`src/rtl/lpad_tracker.sv`:
```
// lpad_tracker: Zicfilp expected-landing-pad state (ELP/LPL) and banked MPELP/SPELP bits.
// Ports: clk_i/rst_i (async active-high); lpe_i enforcement enable; commit_valid_i,
// commit_ijump_i, commit_lpad_i, commit_label_i per commit port; ex_valid_i/trap_to_m_i
// trap entry; mret_i/sret_i returns; elp_o, lpl_o, mpelp_o, spelp_o registered state.
package config_pkg;
    typedef struct packed {
        int unsigned NrCommitPorts;
    } cva6_cfg_t;
    localparam cva6_cfg_t cva6_cfg_empty = '{NrCommitPorts: 32'd2};
endpackage

module lpad_tracker #(
    parameter config_pkg::cva6_cfg_t CVA6Cfg = config_pkg::cva6_cfg_empty,
    localparam int unsigned NCP = CVA6Cfg.NrCommitPorts
) (
    input  logic                  clk_i,
    input  logic                  rst_i,
    input  logic                  lpe_i,
    input  logic [NCP-1:0]        commit_valid_i,
    input  logic [NCP-1:0]        commit_ijump_i,
    input  logic [NCP-1:0]        commit_lpad_i,
    input  logic [NCP-1:0][19:0]  commit_label_i,
    input  logic                  ex_valid_i,
    input  logic                  trap_to_m_i,
    input  logic                  mret_i,
    input  logic                  sret_i,
    output logic                  elp_o,
    output logic [19:0]           lpl_o,
    output logic                  mpelp_o,
    output logic                  spelp_o
);
    logic        elp_q, elp_c, elp_d;
    logic [19:0] lpl_q, lpl_c, lpl_d;
    logic        mpelp_q, mpelp_d;
    logic        spelp_q, spelp_d;
    // Later ports see the effect of earlier ports, so the last matching port wins.
    always_comb begin
        elp_c = elp_q;
        lpl_c = lpl_q;
        for (int unsigned i = 0; i < NCP; i++) begin
            if (commit_valid_i[i] && commit_ijump_i[i] && lpe_i) begin
                elp_c = 1'b1;
                lpl_c = commit_label_i[i];
            end else if (commit_valid_i[i] && commit_lpad_i[i]) begin
                elp_c = 1'b0;
            end
        end
    end
    // A trap discards the commit chain and saves the registered ELP; returns override commits.
    always_comb begin
        elp_d   = ex_valid_i ? 1'b0 : mret_i ? mpelp_q : sret_i ? spelp_q : elp_c;
        lpl_d   = ex_valid_i ? lpl_q : lpl_c;
        mpelp_d = ex_valid_i ? (trap_to_m_i ? elp_q : mpelp_q) : (mret_i ? 1'b0 : mpelp_q);
        spelp_d = ex_valid_i ? (trap_to_m_i ? spelp_q : elp_q) : (sret_i ? 1'b0 : spelp_q);
    end
    always_ff @(posedge clk_i or posedge rst_i) begin
        if (rst_i) begin
            elp_q   <= 1'b0;
            lpl_q   <= '0;
            mpelp_q <= 1'b0;
            spelp_q <= 1'b0;
        end else begin
            elp_q   <= elp_d;
            lpl_q   <= lpl_d;
            mpelp_q <= mpelp_d;
            spelp_q <= spelp_d;
        end
    end
    assign elp_o   = elp_q;
    assign lpl_o   = lpl_q;
    assign mpelp_o = mpelp_q;
    assign spelp_o = spelp_q;
    a_no_ijump_and_lpad: assert property (@(posedge clk_i) disable iff (rst_i)
        (commit_valid_i & commit_ijump_i & commit_lpad_i) == '0);
    a_no_mret_and_sret: assert property (@(posedge clk_i) disable iff (rst_i)
        !(mret_i && sret_i));
endmodule

```
`config.mk`:
```
export PLATFORM = sky130hd
export DESIGN_NAME = lpad_tracker
export DESIGN_NICKNAME = d
export VERILOG_FILES = /design/src/rtl/lpad_tracker.sv
export SDC_FILE = /design/constraint.sdc
export NUM_CORES = 1
export LEC_CHECK = 0
export ABC_AREA = 1
export CAP_MARGIN = 30
export CORE_MARGIN = 2
export CORE_UTILIZATION = 34
export DETAILED_ROUTE_END_ITERATION = 6
export PLACE_DENSITY = 0.78
export SYNTH_ARGS = -nofsm -noshare
export SYNTH_HDL_FRONTEND = slang
export SYNTH_SLANG_ARGS = --single-unit
```
`constraint.sdc`:
```
create_clock -name clk_i -period 0.8 [get_ports clk_i]
set_input_delay 0.16 -clock clk_i [delete_from_list [all_inputs] [get_ports clk_i]]
set_output_delay 0.16 -clock clk_i [all_outputs]
set_load 0.05 [all_outputs]
```
==> flow_metrics.tcl, run 1 <==
set metrics [dict create \
    io_pins 76 \
    tightest_slew_ps 197 \
    cts_root_buf "clkbuf_8" \
    synth_seq_cells 23 \
    crit_chain "buf_12" \
    tns_ps -4960 \
    cts.sinks 23 \
    final_cell_mix "64 x nand2_1, 44 x clkdlybuf4s50_1, 30 x o21ai_1" \
    fin_util_pct 72.1 \
    syn-instance-count 187 \
    dp.cells 308 \
    antenna_found_initial 0 \
    p_clk_share_pct 14.6 \
    wl_per_cell_um 11.5 \
    vias 1424 \
    hold_slack_ps 216 \
    final_antenna_net_count 0 \
    synth_cell_types 16 \
    hold_viol_final 0 \
    seq_power_share_pct 33.4 \
    gp_congestion 0.727 \
    routed_via_density 4.42 \
    setup_violations 25 \
    report.final.slew_viol_count 0 \
    p_switching_mw 1.86 \
    intPower_mw 3.09 \
    top_usage_layer "met2" \
    maxSlewHeadroom_pct 86.8 \
    syn-cell-area_mm2 0.00128 \
    numCtsBuffers 3 \
    use_met1_pct 22.5 \
    drv_cap 0 \
    drtIter0Drc 47 \
    synth_area_leaders "dfrtp_1 45%, nand2_1 21%, o21ai_0 9.4%, inv_1 7.6%, o21ai_1 7.4%" \
    required_ps 640 \
    cp_max_fo 2 \
    rows 22 \
    p_leak_nw 1.27 \
    rsz0062_at_grt "yes" \
    outcome "finished with violations" \
    hold_class "in2async" \
    swShare_pct 37.7 \
    synth_area_leader_cell "dfrtp_1" \
    synth_top_area_share_pct 44.9 \
    arrival_ps 860 \
    fin_skew_ps 0.765 \
    crit_buf_inv 1 \
    grt_usage_pct 18.4 \
    wl_um 3710 \
    grtUsageMet2_pct 31.1 \
    syn_nets 240 \
    path_class "reg2out" \
    layout.cells.non_filler 322 \
    first_global_vias 1385 \
    numPortBuffers 75 \
    post-place-ws_ps -699 \
    yosysSeqAreaShare_pct 44.9 \
    p_comb_share_pct 52.0 \
    grt_max_degree 41 \
    hpwl_um 2730 \
    yosys_warnings 0 \
    area_delta_synth_final_pct 104 \
    hold_buffers 0 \
    die_width_um 65.4 \
    start_util_pct 35.3 \
    grt_first_pass_wirelength_um 6190 \
    worstSetupEndpointType "output port" \
    die_area_mm2 0.00428 \
    critPathTopFamily "flip-flops" \
    worst_slack_ps -220 \
    slowest_delay_ps 440 \
    core_mm2 0.00363 \
    layout_commonest_cell "nand2_1" \
    rrSetupSlack_ps -150 \
    crit_slowest_cell "dfrtp_2" \
    avgSynthCellArea_um2 6.85 \
    max_freq_ghz 0.981 \
    grt_overflow_total 0 \
    cts.clk_slew.worst_paths_ps 80 \
    die_h_um 65.4 \
    max-vdd-ir-drop_mv 0.869 \
    clock_latency_ps 260 \
    fin_crit_sh_pct 127 \
    power_density_mw_per_mm2 1890 \
    diodes 0 \
    fin_nets 328 \
    drive_gt1_share_pct 34.7 \
    critPathLaunchType "flip-flop" \
    htree_levels 1 \
    violations "negative setup slack" \
    dr.pass1.iters 4 \
    grt.met3_usage_pct 5.65 \
    finalCriticalPeriod_ps 1020 \
    cts_tree "done" \
    cts.path.max_buffers 2 \
    drc_errors 0 \
]
Yosys cell counts (all sizes together):
library cell and instances:
nand2 71, o21ai 43, inv 27, dfrtp 23, buf 9, nand3 6, a21oi 3, nor2 3
clkbuf 2
timing repair:
item | in CTS | in global routing
gates resized for setup | 46 | 27
gates cloned | 2 | 0
endpoints found under the setup margin | 46 | 46
pin swaps | 13 | 8
buffers inserted | 6 | 2
layer usage:
layer  vias to the layer above  routed length (µm)
li1                        755                   -
met1                       616                1540
met2                        51                1820
met3                         2                 343
met4                         0                   6
met5                         -                   0
power groups by stage:
| stage | sequential (mW) | clock (mW) | combinational [mW] |
|---|---|---|---|
| floorplan | 2.32 | 0 | 0.368 |
| global placement | 1.67 | 0 | 2.42 |
| detailed placement | 1.67 | 0 | 2.45 |
| CTS | 1.64 | 0.745 | 2.53 |
| global route | 1.68 | 0.805 | 2.72 |
| finish | 1.65 | 0.724 | 2.57 |
final timing paths:
kind / startpoint / end / cells past startpoint
max in group asynchronous: rst_i / lpl_o[2] / 3
hold reg to reg: lpl_o[12] / lpl_o[12] / 2
setup / recovery: elp_o / elp_o / 1
setup reg to reg: spelp_o / elp_o / 5
hold / removal: rst_i / mpelp_o / 3
min in group clk_i: ex_valid_i / spelp_o / 3
stage by stage:
| step | instance area, µm² | power, mW |
|---|---|---|
| CTS | 2560 | 4.92 |
| global route | 2620 | 5.20 |
| detailed placement | 2420 | 4.12 |
| finish | 2620 | 4.95 |
| global placement | 2420 | 4.09 |
| floorplan | 1330 | 2.68 |
tightest hold or removal path, stage by stage:
cell	delay (ps)
clkdlybuf4s50_1	400
inv_1	90
buf_12	180
state kept, by name, indices dropped and copies added (netlist names):
register / flops
elp_o: 1
mpelp_o: 1
spelp_o: 1
lpl_o: 20
cell type report:
cell class	count	area, µm²
timing repair buffer	94	1190
clock inverter	1	5.00
clock buffer	3	41.3
sequential	23	604
tap	48	60.1
inverter	27	106
fill	265	1010
multi-input combinational	126	613
logic make-up (layout without fill, tap and decap cells):
logic type,count (synthesis),count (layout),synth area share [%]
flip-flops,23,23,44.9
buffers and inverters,38,125,12.3
AND/OR/NAND/NOR,80,80,24.8
AO/OA/AOI/OAI,46,46,18.0
Note: power is estimated with default switching activity, not from simulation.
==> inputs of run 2 (changes only) <==
- CORE_UTILIZATION: 34 -> 40
- GPL_TIMING_DRIVEN: unset -> 1
- PLACE_DENSITY: 0.78 -> 0.86
- clock period: 0.8 -> 1.2 ns (I/O delays scaled with it)
==> flow_metrics.tcl, run 2 (synthesis gave the netlist of run 1 again) <==
set metrics [dict create \
    arrival_ps 930 \
    cts_root_buf "clkbuf_4" \
    hold_viol_final 0 \
    fillers 191 \
    worstSetupEndpointType "output port" \
    die_area_mm2 0.00367 \
    final_cell_mix "70 x nand2_1, 48 x clkdlybuf4s50_1, 26 x inv_1, 26 x buf_12, 25 x o21ai_1" \
    cts.path.max_buffers 2 \
    rrSetupSlack_ps 290 \
    largest_reg_flops 20 \
    fin_nets 320 \
    final_antenna_net_count 0 \
    grt_overflow_total 0 \
    required_ps 960 \
    regArea_um2 577 \
    grt_max_degree 24 \
    seq_power_share_pct 34.9 \
    use_met1_pct 22.2 \
    tightest_slew_ps 242 \
    layout_commonest_cell "nand2_1" \
    die_h_um 60.6 \
    gp_congestion 0.782 \
    fin_crit_sh_pct 97.4 \
    critPathTopFamily "flip-flops" \
    drc_errors 0 \
    drv_cap 0 \
    hpwl_um 2780 \
    path_class "reg2out" \
    critPathLaunchType "flip-flop" \
    report.final.slew_viol_count 0 \
    area_delta_synth_final_pct 91.3 \
    antenna_found_initial 0 \
    max_freq_ghz 0.855 \
    crit_slowest_cell "dfrtp_1" \
    maxSlewHeadroom_pct 83.7 \
    grt_first_pass_wirelength_um 5780 \
    cp_max_fo 2 \
    rows 20 \
    intPower_mw 1.86 \
    top_usage_layer "met2" \
    hold_slack_ps 228 \
    p_comb_share_pct 53.0 \
    finalCriticalPeriod_ps 1170 \
    slowest_delay_ps 450 \
    cts.clk_slew.worst_paths_ps 130 \
    cts_tree "done" \
    drive_gt1_share_pct 16.5 \
    r2r-end "elp_o" \
    fin_skew_ps 0.105 \
    max-vdd-ir-drop_mv 0.887 \
    outcome "finished clean" \
    p_leak_nw 1.25 \
    r2r-start "spelp_o" \
    drtIter0Drc 67 \
    wl_per_cell_um 12.4 \
    tns_ps 0 \
    dpl_cell_area_mm2 0.00237 \
    vias 1465 \
    layout.cells.non_filler 310 \
    p_switching_mw 1.22 \
    p_total_mw 3.08 \
    crit_chain "buf_12" \
    die_width_um 60.6 \
    numCtsBuffers 3 \
    reg2regPathDepth 4 \
    start_util_pct 42.0 \
    cts.sinks 23 \
    power_density_mw_per_mm2 1260 \
    swShare_pct 39.5 \
    diodes 0 \
    wl_um 3840 \
    grt.met3_usage_pct 6.40 \
    htree_levels 1 \
    multi_input_area_um2 558 \
    clock_latency_ps 310 \
    numPortBuffers 75 \
    io_pins 76 \
    crit_buf_inv 1 \
    design_area_mm2 0.00245 \
    dr.pass1.iters 4 \
    p_clk_share_pct 12.0 \
    setup_violations 0 \
    first_global_vias 1415 \
    dp.cells 304 \
    routed_via_density 4.73 \
    core_mm2 0.00305 \
    grt_usage_pct 20.5 \
    grtUsageMet2_pct 37.2 \
    hold_class "in2async" \
]
-- run 2: cell count changes in the layout (fill, tap and decap cells not counted), moves of 3 or more --
cell,change
nand2_2,-5
dfrtp_1,+22
dlymetal6s2s_1,+3
o21ai_2,-4
buf_6,-9
o21ai_1,-5
clkbuf_8,-3
nand2_1,+6
clkdlybuf4s50_1,+4
dfrtp_2,-22
o21ai_0,+9
clkbuf_4,+3
-- run 2: layout make-up --
type	count	share of cell area (%)
Clock buffer	3	0.919
Timing Repair Buffer	86	46.2
Sequential cell	23	23.5
Clock inverter	1	0.204
Tap cell	44	2.25
Inverter	27	4.13
Multi-Input combinational cell	126	22.8
-- run 2: metrics by stage --
| step | util (%) | worst slack, ps |
|---|---|---|
| after floorplan | - | 204 |
| after CTS | 78.4 | 1.41 |
| after detailed placement | 77.5 | -351 |
| final | 80.3 | 30.7 |
| after global routing | 80.3 | -7.32 |
| after global placement | 77.5 | -280 |
-- run 2: worst max path at each step --
stage	to	start	slack (ps)	cells after the start
detailed placement	lpl_o[4]	lpe_i	-350	6
floorplan	elp_o	spelp_o	200	4
global placement	lpl_o[2]	lpe_i	-280	7
finish	lpl_o[5]	lpl_o[5]	30	1
CTS	elp_o	elp_o	1	1
global route	elp_o	elp_o	-7	1
-- run 2: per-layer routing --
layer,share of wire (%),vias to the layer above,routed length [µm]
met5,0,-,0
met4,1.4,0,54
met3,8.4,6,324
met2,51,58,1960
met1,39,661,1500
li1,-,740,-
-- run 2: power by group through the flow --
stage | Combinational (mW) | Sequential, mW | Clock, mW
after global routing | 1.72 | 1.09 | 0.419
after CTS | 1.62 | 1.07 | 0.375
after floorplan | 0.238 | 1.51 | 0
after global placement | 1.59 | 1.08 | 0
final | 1.63 | 1.08 | 0.371
after detailed placement | 1.62 | 1.09 | 0
-- run 2: timing repair --
action,4_1_cts,5_1_grt
hold buffers,0,0
pin swaps,0,3
buffers inserted,0,1
setup endpoints to repair,1,21
gates cloned,0,1
endpoints found under the hold margin,0,0
gates resized for setup,1,13
==> patch 1 (settings of run 1) <==
Register the input `commit_valid_i` before use. The logic sees it one clock later. The other inputs are not delayed to match.
--- a/src/rtl/lpad_tracker.sv
+++ b/src/rtl/lpad_tracker.sv
@@ -31,2 +31,9 @@
 );
+
+    logic [NCP-1:0] commit_valid_q;
+
+    always_ff @(posedge clk_i) begin
+        commit_valid_q <= commit_valid_i;
+    end
+
     logic        elp_q, elp_c, elp_d;
@@ -40,6 +47,6 @@
         for (int unsigned i = 0; i < NCP; i++) begin
-            if (commit_valid_i[i] && commit_ijump_i[i] && lpe_i) begin
+            if (commit_valid_q[i] && commit_ijump_i[i] && lpe_i) begin
                 elp_c = 1'b1;
                 lpl_c = commit_label_i[i];
-            end else if (commit_valid_i[i] && commit_lpad_i[i]) begin
+            end else if (commit_valid_q[i] && commit_lpad_i[i]) begin
                 elp_c = 1'b0;
@@ -73,3 +80,3 @@
     a_no_ijump_and_lpad: assert property (@(posedge clk_i) disable iff (rst_i)
-        (commit_valid_i & commit_ijump_i & commit_lpad_i) == '0);
+        (commit_valid_q & commit_ijump_i & commit_lpad_i) == '0);
     a_no_mret_and_sret: assert property (@(posedge clk_i) disable iff (rst_i)
Function: changed (Yosys sat finds a counterexample within 4 cycles, from zero or initial values and one cycle with rst_i high).
==> patch 1 against run 1 <==
  * Final area is 11% higher
  * Synthesized area is 8.6% higher
  * Core utilization is 1.4 points higher
  * Final cell count is 1.2% lower
  * Routed wire length is 21% higher
  * Critical path type is now register to register
  * Sequential power is 8% higher
  * Sequential cell count is 2 higher
  * Power is 15% higher
  * Via count is 4.9% higher
  * Largest power group unchanged
  * The flow still finishes with violations (setup timing)
  * Worst setup slack worse by 120 ps
==> patch 1: results (changes against run 1) <==
Min-Delay Endpoint=spelp_o; wire per inst=14.2 um (was 11.5 um); Reg-to-Reg End=lpl_o[15] (was elp_o); Worst Reg2Reg Path Length in Cells=6 (was 5); outcome=complete, but fails checks (unchanged); reg2reg start=commit_valid_q[1] (was spelp_o); Post-Route Skew=5.83 ps (was 0.765 ps); max reg flops=20 (unchanged); switching share of power=38.0% (was 37.7%); sequential share of the synthesized area=44.2% (was 44.9%); first-pass GRT wire length=6460 um (was 6190 um); Unique masters post-synth=18 (was 16); Worst Slack Setup Final=-342 ps (was -220 ps); Area contributors post-synth=dfrtp_1, a21oi_2, o21a_1, nand2_1, inv_1 (was dfrtp_1, nand2_1, o21ai_0, inv_1, o21ai_1); hold crit path type=input port to register (was input port to async pin); H-Tree Level Count=1 (unchanged); Pre-antenna DRT Iters=4 (unchanged); Final Hold Viols=0 (unchanged); clock tree buffer depth=2 (unchanged); fraction of registers with async set/reset=92.0% (was 100%); cells after synthesis=164 (was 187); vias in the first global route=1404 (was 1385); Peak VDD IR=1.10 mV (was 0.869 mV); clock latency on the worst-skew pair=270 ps; CP Max Fanout=6 (was 2); critical path arrival=1340 ps (was 860 ps); Final Hold Slack=207 ps (was 216 ps); Yosys Warn Count=0 (unchanged); routability cong.=0.686 (was 0.727); port bufs=75 (unchanged); Iter 0 DRT Violations=30 (was 47); Tot GR Track Use=18.7% (was 18.4%); violated checks=setup timing (unchanged); flop2flop setup slack=-340 ps (was -150 ps); drt total wl=4500 um (was 3710 um); syn nets=217 (was 240); placed cells=290 (was 308); vias per cell=4.70 (was 4.42); worst slack, placed=-724 ps (was -699 ps); CTS clk-pin slew, worst paths=90 ps; CTS Root Cell=clkbuf_8 (unchanged); measured slew at the worst slew-check pin=196 ps (was 197 ps); Post-synth top flop=dfrtp_1 (unchanged); layout cells sized above 1=41.4% (was 34.7%); Post-synth top cells=nand2_1, inv_1, nor2_1 (was nand2_1, inv_1, o21ai_0); pin count of the biggest net entering global routing=21 (was 41); leakage power=1.33 nW (was 1.27 nW); HP Start=ex_valid_i; HPWL after detailed placement=2830 um (was 2730 um); final setup TNS=-11730 ps (was -4960 ps); # fillers=277 (was 265); Inserted Diodes=0 (unchanged); Setup-failing EPs final=46 (was 25)
patch 1: changes by cell type after synthesis, moves of 3 or more:
cell and delta:
buf_6 +3, o21ai_0 -22, nand2_1 -39, o21a_1 +20
nor2_1 +22, a21oi_2 +20, o21ai_1 -19
patch 1: kinds of logic (layout without fill, tap and decap cells):
family | count (synthesis) | in the layout | synth area share [%]
AOI/OAI and AO/OA | 47 | 47 | 27.0
buffers and inverters | 32 | 136 | 10.9
DFF | 25 | 25 | 44.2
and+or+nand+nor | 60 | 60 | 17.9
patch 1: area by class of cell:
class / instances / share of cell area (%)
Timing Repair Buffer: 108 / 47.4
Tap cell: 50 / 2.14
Multi-Input combinational cell: 107 / 24.2
Inverter: 24 / 3.09
Clock buffer: 3 / 1.41
Sequential cell: 25 / 21.5
Clock inverter: 1 / 0.257
patch 1: routing by layer:
| metal | routed length, um | global-route usage, % |
|---|---|---|
| met1 | 1690 | 20.7 |
| met2 | 2450 | 34.8 |
| met3 | 294 | 3.95 |
| met4 | 61 | 7.00 |
| met5 | 0 | 0 |
patch 1: worst max path at each step:
stage / from / endpoint / slack, ps / cells past startpoint
after floorplan: commit_valid_q[1] / lpl_o[0] / -220 / 5
after global placement: lpe_i / lpl_o[6] / -670 / 6
after detailed placement: lpe_i / lpl_o[15] / -720 / 6
after CTS: commit_valid_q[0] / lpl_o[8] / -340 / 6
after global routing: commit_valid_q[1] / lpl_o[15] / -410 / 6
final: commit_valid_q[1] / lpl_o[15] / -340 / 6
patch 1: power groups by stage:
stage / Combinational (mW) / Clock, mW / Sequential (mW)
2_1_floorplan: 0.515 / 0 / 2.48
3_3_place_gp: 2.67 / 0 / 1.79
3_5_place_dp: 2.72 / 0 / 1.80
5_1_grt: 3.31 / 0.830 / 1.82
4_1_cts: 2.90 / 0.775 / 1.77
6_report: 3.15 / 0.759 / 1.79
patch 1: worst max-delay path: stages, from the launching register on:
cell and delay [ps]:
dfxtp_2 360, nand3_4 80, a21oi_4 210, buf_6 160, buf_12 110, nor2_1 40, a21oi_2 110
patch 1: per-stage QoR:
| step | instance area, um2 | utilization (%) |
|---|---|---|
| floorplan | 1410 | - |
| global placement | 2490 | 62.7 |
| detailed placement | 2490 | 62.7 |
| CTS | 2770 | 69.7 |
| global route | 2920 | 73.5 |
| finish | 2920 | 73.5 |
patch 1: repair_timing:
action | CTS | global route
hold endpoints to repair | 0 | 0
pin swaps | 4 | 4
gates resized for setup | 21 | 30
setup endpoints to repair | 46 | 46
gates cloned | 3 | 1
setup buffers | 13 | 9
==> patch 2 (config.mk and constraints of run 1) <==
Without the edit above. Put one more register stage on the output `lpl_o`, without a reset. The value now appears one clock later. The other outputs are not delayed to match. Comments in the files are not updated.
--- a/src/rtl/lpad_tracker.sv
+++ b/src/rtl/lpad_tracker.sv
@@ -69,3 +69,5 @@
     assign elp_o   = elp_q;
-    assign lpl_o   = lpl_q;
+    always_ff @(posedge clk_i) begin
+        lpl_o <= lpl_q;
+    end
     assign mpelp_o = mpelp_q;
Check against the original RTL: not equivalent (Yosys sat finds a counterexample within 4 cycles, from zero or initial values and one cycle with rst_i high).
==> patch 2 against run 1 <==
  * The flow still finishes with violations (setup timing)
  * Critical path depth is the same
  * Sequential share of layout area grew 6.7 points
  * Clock power grew 130%
  * Sequential cell count grew 20
  * Final cell count grew 8.7%
  * Final area grew 29%
  * Routed wire length grew 33%
  * Die area grew 26%
  * Power grew 51%
  * Synthesized area grew 28%
  * Clock skew grew 5.3 ps
  * Worst setup slack lost 43 ps
  * Critical path type unchanged
  * Largest cell class unchanged
  * Highest routed layer unchanged
==> patch 2: results (changes against run 1) <==
Slew headroom=79.6% (was 86.8%); cells after synthesis=196 (was 187); DR WL met3=156 um (was 343 um); Peak VDD IR=0.974 mV (was 0.869 mV); CTS clk-pin slew, worst paths=80 ps (about the same); nets@finish=348 (was 328); Critical path origin=elp_o (unchanged); Num CTS Buffers=5 (was 3); sequential share of the synthesized area=59.5% (was 44.9%); syn nets=249 (was 240); Worst Slack Setup Final=-263 ps (was -220 ps); Setup-failing EPs final=37 (was 25); final setup TNS=-3830 ps (was -4960 ps); outcome=complete, but fails checks (unchanged); # fillers=322 (was 265); leakage power=1.64 nW (was 1.27 nW); vias per cell=4.59 (was 4.42); Unique masters post-synth=15 (was 16); violated checks=setup timing (unchanged); first-pass GRT wire length=7940 um (was 6190 um); Tot GR Track Use=19.8% (was 18.4%); pin count of the biggest net entering global routing=23 (was 41); Iter 0 DRT Violations=75 (was 47); wire per inst=14.1 um (was 11.5 um); routed wl met2=2910 um (was 1820 um); Post-Route Skew=6.11 ps (was 0.765 ps); Final Hold Slack=205 ps (was 216 ps); M1 WL=1770 um (was 1540 um); layout cells sized above 1=42.6% (was 34.7%); HPWL after detailed placement=2820 um (was 2730 um); clock latency on the worst-skew pair=300 ps (was 260 ps); Post-synth top cells=nand2_1, inv_1, o21ai_0 (unchanged); vias in the first global route=1692 (was 1385); Largest regs=lpl_o: 20 flops, lpl_q: 20 flops; drt total wl=4950 um (was 3710 um); Area contributors post-synth=dfrtp_1, dfxtp_1, o21ai_0, nand2_1, inv_1 (was dfrtp_1, nand2_1, o21ai_0, inv_1, o21ai_1); routability cong.=0.736 (was 0.727); placed cells=324 (was 308); crit end category=output port (unchanged); fraction of registers with async set/reset=53.5% (was 100%); Yosys Warn Count=0 (unchanged); DP Area=2750 um2 (was 2420 um2); worst slack, placed=-737 ps (was -699 ps); H-Tree Level Count=2 (was 1); critical path arrival=900 ps (was 860 ps)
## patch 2: changes by cell type after synthesis, sizes merged
cell / change
nand2: -24
dfxtp: +20
inv: +19
buf: -3
nand3: -3
nor2: -3
a21oi: +1
o22ai: +1
o31ai: +1
## patch 2: worst min-delay path, stage by stage
cell and delay [ps]:
clkdlybuf4s50_1 410, inv_1 110, buf_12 160
## patch 2: cell type report
class | count | area (um2) | share of cell area, %
Clock inverter | 1 | 30.0 | 0.888
Multi-Input combinational cell | 99 | 658 | 19.5
Tap cell | 54 | 67.6 | 2.00
Timing Repair Buffer | 100 | 1370 | 40.5
Inverter | 46 | 175 | 5.18
Clock buffer | 7 | 76.3 | 2.26
Sequential cell | 43 | 1000 | 29.7
## patch 2: kinds of logic (layout without fill, tap and decap cells)
logic type	after synthesis	in the layout	share of synthesized area, %
compound gates	49	49	15.4
buf+inv	54	154	13.1
flops	43	43	59.5
simple gates	50	50	12.0
## patch 2: where the power goes
group / internal (mW) / switching, mW
clock: 0.934 / 0.695
combinational: 1.48 / 1.40
sequential: 2.67 / 0.308
total: 5.08 / 2.40
## patch 2: routing by layer
layer	global-route usage, %	vias up
li1	-	794
met4	10.9	0
met1	21.4	755
met2	36.0	46
met3	3.29	10
met5	0	-
## patch 2: worst min path at each step
stage,end,start,cells past startpoint
detailed placement,lpl_o[4],lpl_q[4],0
CTS,lpl_q[15],rst_i,3
global placement,lpl_o[17],lpl_q[17],0
floorplan,lpl_q[0],rst_i,1
finish,mpelp_o,rst_i,3
global route,lpl_q[15],rst_i,3
## patch 2: what timing repair did
item,CTS,global route
endpoints found under the setup margin,46,46
gates cloned,7,0
setup buffers,14,2
pin swaps,4,4
gates resized for setup,107,50
